File: src/rtl/ws281x_frame_ctrl.sv
// Pixel-buffer feeder for the WS281x line driver: streams a frame in GRB order over go/valid/last/ack.
// Optional per-channel brightness scaling is compiled in with `define WS281X_BRIGHTNESS_EN.
`timescale 1ns/1ps
module ws281x_frame_ctrl #(
  parameter int unsigned NumLeds = 32,
  parameter int unsigned AddrW   = (NumLeds > 1) ? $clog2(NumLeds) : 1,
  parameter int unsigned LenW    = $clog2(NumLeds + 1)
) (
  input  logic             clk_i,
  input  logic             rst_ni,
  input  logic             wr_en_i,
  input  logic [AddrW-1:0] wr_addr_i,
  input  logic [23:0]      wr_data_i,
  input  logic [LenW-1:0]  frame_len_i,
  input  logic [7:0]       brightness_i,
  input  logic             start_i,
  output logic             busy_o,
  output logic             done_o,
  output logic             drv_go_o,
  output logic [23:0]      drv_data_o,
  output logic             drv_data_valid_o,
  output logic             drv_data_last_o,
  input  logic             drv_data_ack_i,
  input  logic             drv_idle_i
);

  typedef enum logic [1:0] {
    ST_IDLE     = 2'd0,
    ST_FETCH    = 2'd1,
    ST_PRESENT  = 2'd2,
    ST_WAIT_END = 2'd3
  } state_e;

  state_e           state_r, state_s;
  logic [23:0]      mem_r [NumLeds];
  logic [AddrW-1:0] ptr_r;
  logic [LenW-1:0]  len_r;
  logic [7:0]       bright_r;
  logic             first_r, first_s;
  logic [23:0]      pix_r;
  logic             last_r;
  logic             busy_r, done_r, go_r, valid_r;
  logic             latch_s, fetch_s, ack_s, done_s;
  logic             addr_ok_s, is_last_s;
  logic [LenW-1:0]  len_clip_s;
  logic [23:0]      raw_s, fetch_pix_s;

  function automatic logic [23:0] reorder_grb(input logic [23:0] rgb);
    return {rgb[15:8], rgb[23:16], rgb[7:0]};
  endfunction

  // Power-of-two depths accept every address; otherwise the top of the range is dropped.
  if (NumLeds == (32'd1 << AddrW)) begin : gen_addr_full
    assign addr_ok_s = 1'b1;
  end else begin : gen_addr_cmp
    assign addr_ok_s = (wr_addr_i < AddrW'(NumLeds));
  end

  assign len_clip_s = (frame_len_i > LenW'(NumLeds)) ? LenW'(NumLeds) : frame_len_i;
  assign is_last_s  = (LenW'(ptr_r) == (len_r - LenW'(1'b1)));
  assign raw_s      = mem_r[ptr_r];

`ifdef WS281X_BRIGHTNESS_EN
  function automatic logic [7:0] scale_ch(input logic [7:0] c, input logic [7:0] b);
    logic [15:0] prod;
    prod = 16'(c) * 16'({1'b0, b} + 9'd1);
    return 8'(prod >> 8);
  endfunction

  assign fetch_pix_s = {scale_ch(raw_s[15:8], bright_r),
                        scale_ch(raw_s[23:16], bright_r),
                        scale_ch(raw_s[7:0], bright_r)};
`else
  logic unused_bright_s;
  assign unused_bright_s = ^bright_r;
  assign fetch_pix_s     = reorder_grb(raw_s);
`endif

  // Frame sequencer: next state and single-cycle events.
  always_comb begin
    state_s = state_r;
    latch_s = 1'b0;
    fetch_s = 1'b0;
    ack_s   = 1'b0;
    done_s  = 1'b0;
    case (state_r)
      ST_IDLE: begin
        if (start_i && (frame_len_i != {LenW{1'b0}})) begin
          latch_s = 1'b1;
          state_s = ST_FETCH;
        end else begin
          state_s = ST_IDLE;
        end
      end
      ST_FETCH: begin
        fetch_s = 1'b1;
        state_s = ST_PRESENT;
      end
      ST_PRESENT: begin
        if (drv_data_ack_i) begin
          ack_s   = 1'b1;
          state_s = last_r ? ST_WAIT_END : ST_FETCH;
        end else begin
          state_s = ST_PRESENT;
        end
      end
      ST_WAIT_END: begin
        if (drv_idle_i) begin
          done_s  = 1'b1;
          state_s = ST_IDLE;
        end else begin
          state_s = ST_WAIT_END;
        end
      end
      default: state_s = ST_IDLE;
    endcase
  end

  // First-pixel flag: raised at frame start, dropped on the first ack.
  always_comb begin
    first_s = first_r;
    if (latch_s) begin
      first_s = 1'b1;
    end else if (ack_s) begin
      first_s = 1'b0;
    end else begin
      first_s = first_r;
    end
  end

  // State register.
  always_ff @(posedge clk_i or negedge rst_ni) begin
    if (!rst_ni) begin
      state_r <= ST_IDLE;
    end else begin
      state_r <= state_s;
    end
  end

  // Pixel buffer; a write racing a fetch of the same entry lands after the fetch samples it.
  always_ff @(posedge clk_i or negedge rst_ni) begin
    if (!rst_ni) begin
      for (int i = 0; i < NumLeds; i++) begin
        mem_r[i] <= 24'h000000;
      end
    end else if (wr_en_i && addr_ok_s) begin
      mem_r[wr_addr_i] <= wr_data_i;
    end
  end

  // Frame context, pixel staging and registered driver-side outputs.
  always_ff @(posedge clk_i or negedge rst_ni) begin
    if (!rst_ni) begin
      ptr_r    <= {AddrW{1'b0}};
      len_r    <= {LenW{1'b0}};
      bright_r <= 8'h00;
      first_r  <= 1'b0;
      pix_r    <= 24'h000000;
      last_r   <= 1'b0;
      busy_r   <= 1'b0;
      done_r   <= 1'b0;
      go_r     <= 1'b0;
      valid_r  <= 1'b0;
    end else begin
      if (latch_s) begin
        len_r    <= len_clip_s;
        bright_r <= brightness_i;
        ptr_r    <= {AddrW{1'b0}};
      end else if (ack_s && !last_r) begin
        ptr_r <= ptr_r + AddrW'(1'b1);
      end
      first_r <= first_s;
      if (fetch_s) begin
        pix_r  <= fetch_pix_s;
        last_r <= is_last_s;
      end else if (state_s != ST_PRESENT) begin
        last_r <= 1'b0;
      end
      busy_r  <= (state_s != ST_IDLE);
      valid_r <= (state_s == ST_PRESENT);
      go_r    <= (state_s == ST_PRESENT) && first_s;
      done_r  <= done_s;
    end
  end

  assign busy_o           = busy_r;
  assign done_o           = done_r;
  assign drv_go_o         = go_r;
  assign drv_data_o       = pix_r;
  assign drv_data_valid_o = valid_r;
  assign drv_data_last_o  = last_r;

endmodule

File: config.mk
export PLATFORM = sky130hd
export DESIGN_NAME = ws281x_frame_ctrl
export DESIGN_NICKNAME = d
export VERILOG_FILES = /design/src/rtl/ws281x_frame_ctrl.sv
export SDC_FILE = /design/constraint.sdc
export NUM_CORES = 1
export LEC_CHECK = 0
export CAP_MARGIN = 20
export CORE_MARGIN = 4
export CORE_UTILIZATION = 58
export CTS_BUF_LIST = sky130_fd_sc_hd__clkbuf_4
export CTS_CLUSTER_DIAMETER = 40
export DETAILED_ROUTE_END_ITERATION = 10
export PLACE_DENSITY = 0.78
export SYNTH_ARGS = -nofsm -noshare
export SYNTH_HDL_FRONTEND = slang
export SYNTH_SLANG_ARGS = --single-unit
File: constraint.sdc
create_clock -name clk_i -period 1.8 [get_ports clk_i]
set_input_delay 0.27 -clock clk_i [delete_from_list [all_inputs] [get_ports clk_i]]
set_output_delay 0.27 -clock clk_i [all_outputs]
set_load 0.02 [all_outputs]
==> metrics <==
status=finished with violations; failing checks=setup timing; Synth Cell Area=37000 µm²; CTS tree=yes; Chip Width=between 200 and 300 µm; PnR worst setup slack=-0.561 ns; FMAX=424 MHz; CTS Buffer Depth=3; Syn Inst Count=2415; buffer and inverter count on the worst path=3; share of cells above drive strength 1=56.8%; Startpoint Class=flop; die area=~68000 µm²; Skew-Pair Late Insertion Delay=1.05 ns; CTS sink cnt=between 800 and 900; number of synthesized flops with an enable pin=0; final hold vios=0; footprint of the multi-input gates=between 15000 and 20000 µm²; slowest cell on the critical path=dfrtp_4; PortBufs=69; part of the cycle the worst path needs=131%; chip height=261 µm; DRT iter0 DRCs=about 1500; drt first pass iters=6; Final Slew Violations=0; max-cap violation count=0; pre-CTS setup slack=-0.598 ns; global route overflow=0; sequential share of the synthesized area=54.9%; number of fill cells=4179; global-route wire length before repair=approximately 150 mm; clock root cell=clkbuf_4; Power Density=about 1300 nW/µm²; Avg Cell Area, Syn=15.3 µm²; Period minus WS final=2.36 ns; final net count=roughly 2800; final setup vio count=52; Reg2Reg Setup Slack=-0.56 ns; number of remaining DRC errors=0; clk slew on worst S/H paths=roughly 0.07 ns; top-level I/O count=78; post-DP HPWL=59.2 mm; Overall Global Routing Usage=28.3%; register area=20300 µm²; routed via count=22800; Synth Flop Type=dfrtp_1; initial antenna violation count=5; Crit path top cell by count=buf_4; CP peak stage delay=0.56 ns; initial core utilization=58.6%; CP required=2.70 ns; CP Max Fanout=6; placed cell areas=40000 µm²; H-tree depth=4; final instance area=43600 µm²; CP Capture Type=flop; synth warn=0; Lkg Pwr=between 15 and 20 nW; Worst Max-Slew Pin Slew=0.553 ns; Crit path max-delay family=compound AO/OA/AOI/OAI gates; RSZ-0062 raised after global routing=true; Worst slew margin=63.1%; Async S/R FF share, synth=100%; Inst Count DP=3321; Area Growth Syn to Fin=17.9%; site row count=92; Yosys cell types=49; DR WL/cell=25.2 µm; Mapped Nets=about 2500; Setup Skew=0.0483 ns; total CTS buffers=around 200; drt via density=6.12; critical path type=reg2reg; Final ANT Viol Nets=0; final WL=93.9 mm; placeable core area=63100 µm²; crit path cell chain=buf_4, buf_12, buf_4, mux2_2, a222oi_1, o2111ai_2, o221a_1; FF+latch count, synth=811; final cell count without fillers=3729; path type of the worst min-delay path=in2reg; peak supply drop=0.000803 V; vias in the first global route=25000; post-layout power=0.0569 W; pin count of the biggest net entering global routing=82; CP Data Arrival Time=3.26 ns; GPL Wtd Cong=0.829
layer usage:
layer / GRT usage [%] / wire length (µm) / vias to the layer above
li1: - / - / 9726
met1: 38.4 / 39700 / 12200
met2: 45.9 / 45700 / 716
met3: 6.03 / 5640 / 189
met4: 10.0 / 2800 / 2
met5: 0 / 6 / -
Yosys cell counts (all sizes together) (7+ instances only):
cell type  instances  area (µm²)
a211o             23         201
a21oi              8        40.0
a222oi            24         240
buf              103         763
clkbuf           123         463
dfrtp            811       20300
mux2             864        9750
mux2i             98         981
mux4             120        2700
nand2             46         173
nand3b             7        52.6
nor2              50         218
o2111ai           19         166
o211ai             7        52.6
o21ai              8        40.0
o221a             24         270
o22ai             23         144
layout by cell type, fill, tap and decap left out, drive strengths merged, types with 3 or more instances in the layout:
cell	netlist	routed
and3	3	3
a211o	23	23
bufinv	0	7
xor2	5	5
clkdlybuf4s50	0	39
nor2	50	50
dlygate4sd3	0	11
o221a	24	24
nand2b	4	4
clkinv	0	44
mux2i	98	98
a222oi	24	24
diode	0	5
nand2	46	46
nand3	3	3
clkbuf	123	298
mux2	864	864
o211ai	7	7
nor3b	6	6
buf	103	284
o2111ai	19	19
o21ai	8	8
inv	5	8
clkinvlp	0	3
or2	3	3
xnor2	5	5
dfrtp	811	811
a21oi	8	8
o22ai	23	23
nand3b	7	7
mux4	120	120
path summary, 6_finish.rpt:
check / endpoint / depth (start not counted) / from
max in group asynchronous: mem_r[5]$_DFFE_PN0P_ / 4 / rst_ni
worst max-delay path: drv_data_o[3]$_DFFE_PN0P_ / 7 / ptr_r[0]$_DFFE_PN0P_
min in group asynchronous: mem_r[45]$_DFFE_PN0P_ / 4 / rst_ni
worst max register to register: drv_data_o[3]$_DFFE_PN0P_ / 7 / ptr_r[0]$_DFFE_PN0P_
worst min-delay path: mem_r[230]$_DFFE_PN0P_ / 3 / wr_data_i[14]
worst min register to register: drv_go_o$_DFF_PN0_ / 1 / first_r$_DFF_PN0_
layout make-up:
type	instances	share of cell area (%)
multi-input combinational	1373	35.9
antenna	5	0.0287
clock buffer	295	5.08
clock inverter	57	0.961
tap	846	2.43
timing repair buffer	337	8.96
inverter	5	0.0430
sequential	811	46.6
stage by stage:
step                utilization, %  TNS (ns)  hold WS [ns]
detailed placement            63.5   -232.04         0.241
floorplan                        -    -0.182       -0.0256
global route                  69.2    -16.32        0.0981
finish                        69.2    -12.80         0.140
global placement              63.5   -209.58         0.238
CTS                           68.7    -15.51        0.0171
state kept, by name, indices dropped and copies added, names as in the netlist:
signal,cells
mem_r,768
drv_data_o,24
len_r,6
ptr_r,5
state_r,2
busy_o,1
done_o,1
drv_data_last_o,1
drv_data_valid_o,1
drv_go_o,1
first_r,1
tightest hold or removal path: stages:
cell and delay (ns):
clkdlybuf4s50_1 0.50, buf_12 0.20, mux2_2 0.17
cells by family (layout without fill, tap and decap cells):
group           Yosys count  in the layout  share of synthesized area, %
fa+ha+maj                 2              2                        0.0676
flops                   811            811                          54.9
xor+xnor                 10             10                         0.237
mux                    1082           1082                          36.3
compound gates          143            143                          3.31
simple gates            136            136                          1.86
buf+inv                 231            694                          3.37
other cells               0              5                             0
timing repair:
| item | in CTS | in global routing |
|---|---|---|
| endpoints found under the hold margin | 824 | 0 |
| gates resized for setup | 218 | 29 |
| setup endpoints to repair | 54 | 55 |
| gates cloned | 2 | 3 |
| hold buffers | 12 | 0 |
| buffers inserted | 24 | 12 |
| pin swaps | 31 | 24 |
power by group:
part           switching (W)  internal [W]
Sequential           0.00226        0.0221
Combinational        0.00695       0.00983
Clock                0.00736       0.00847
No activity file was read; power rests on OpenSTA's default activity.
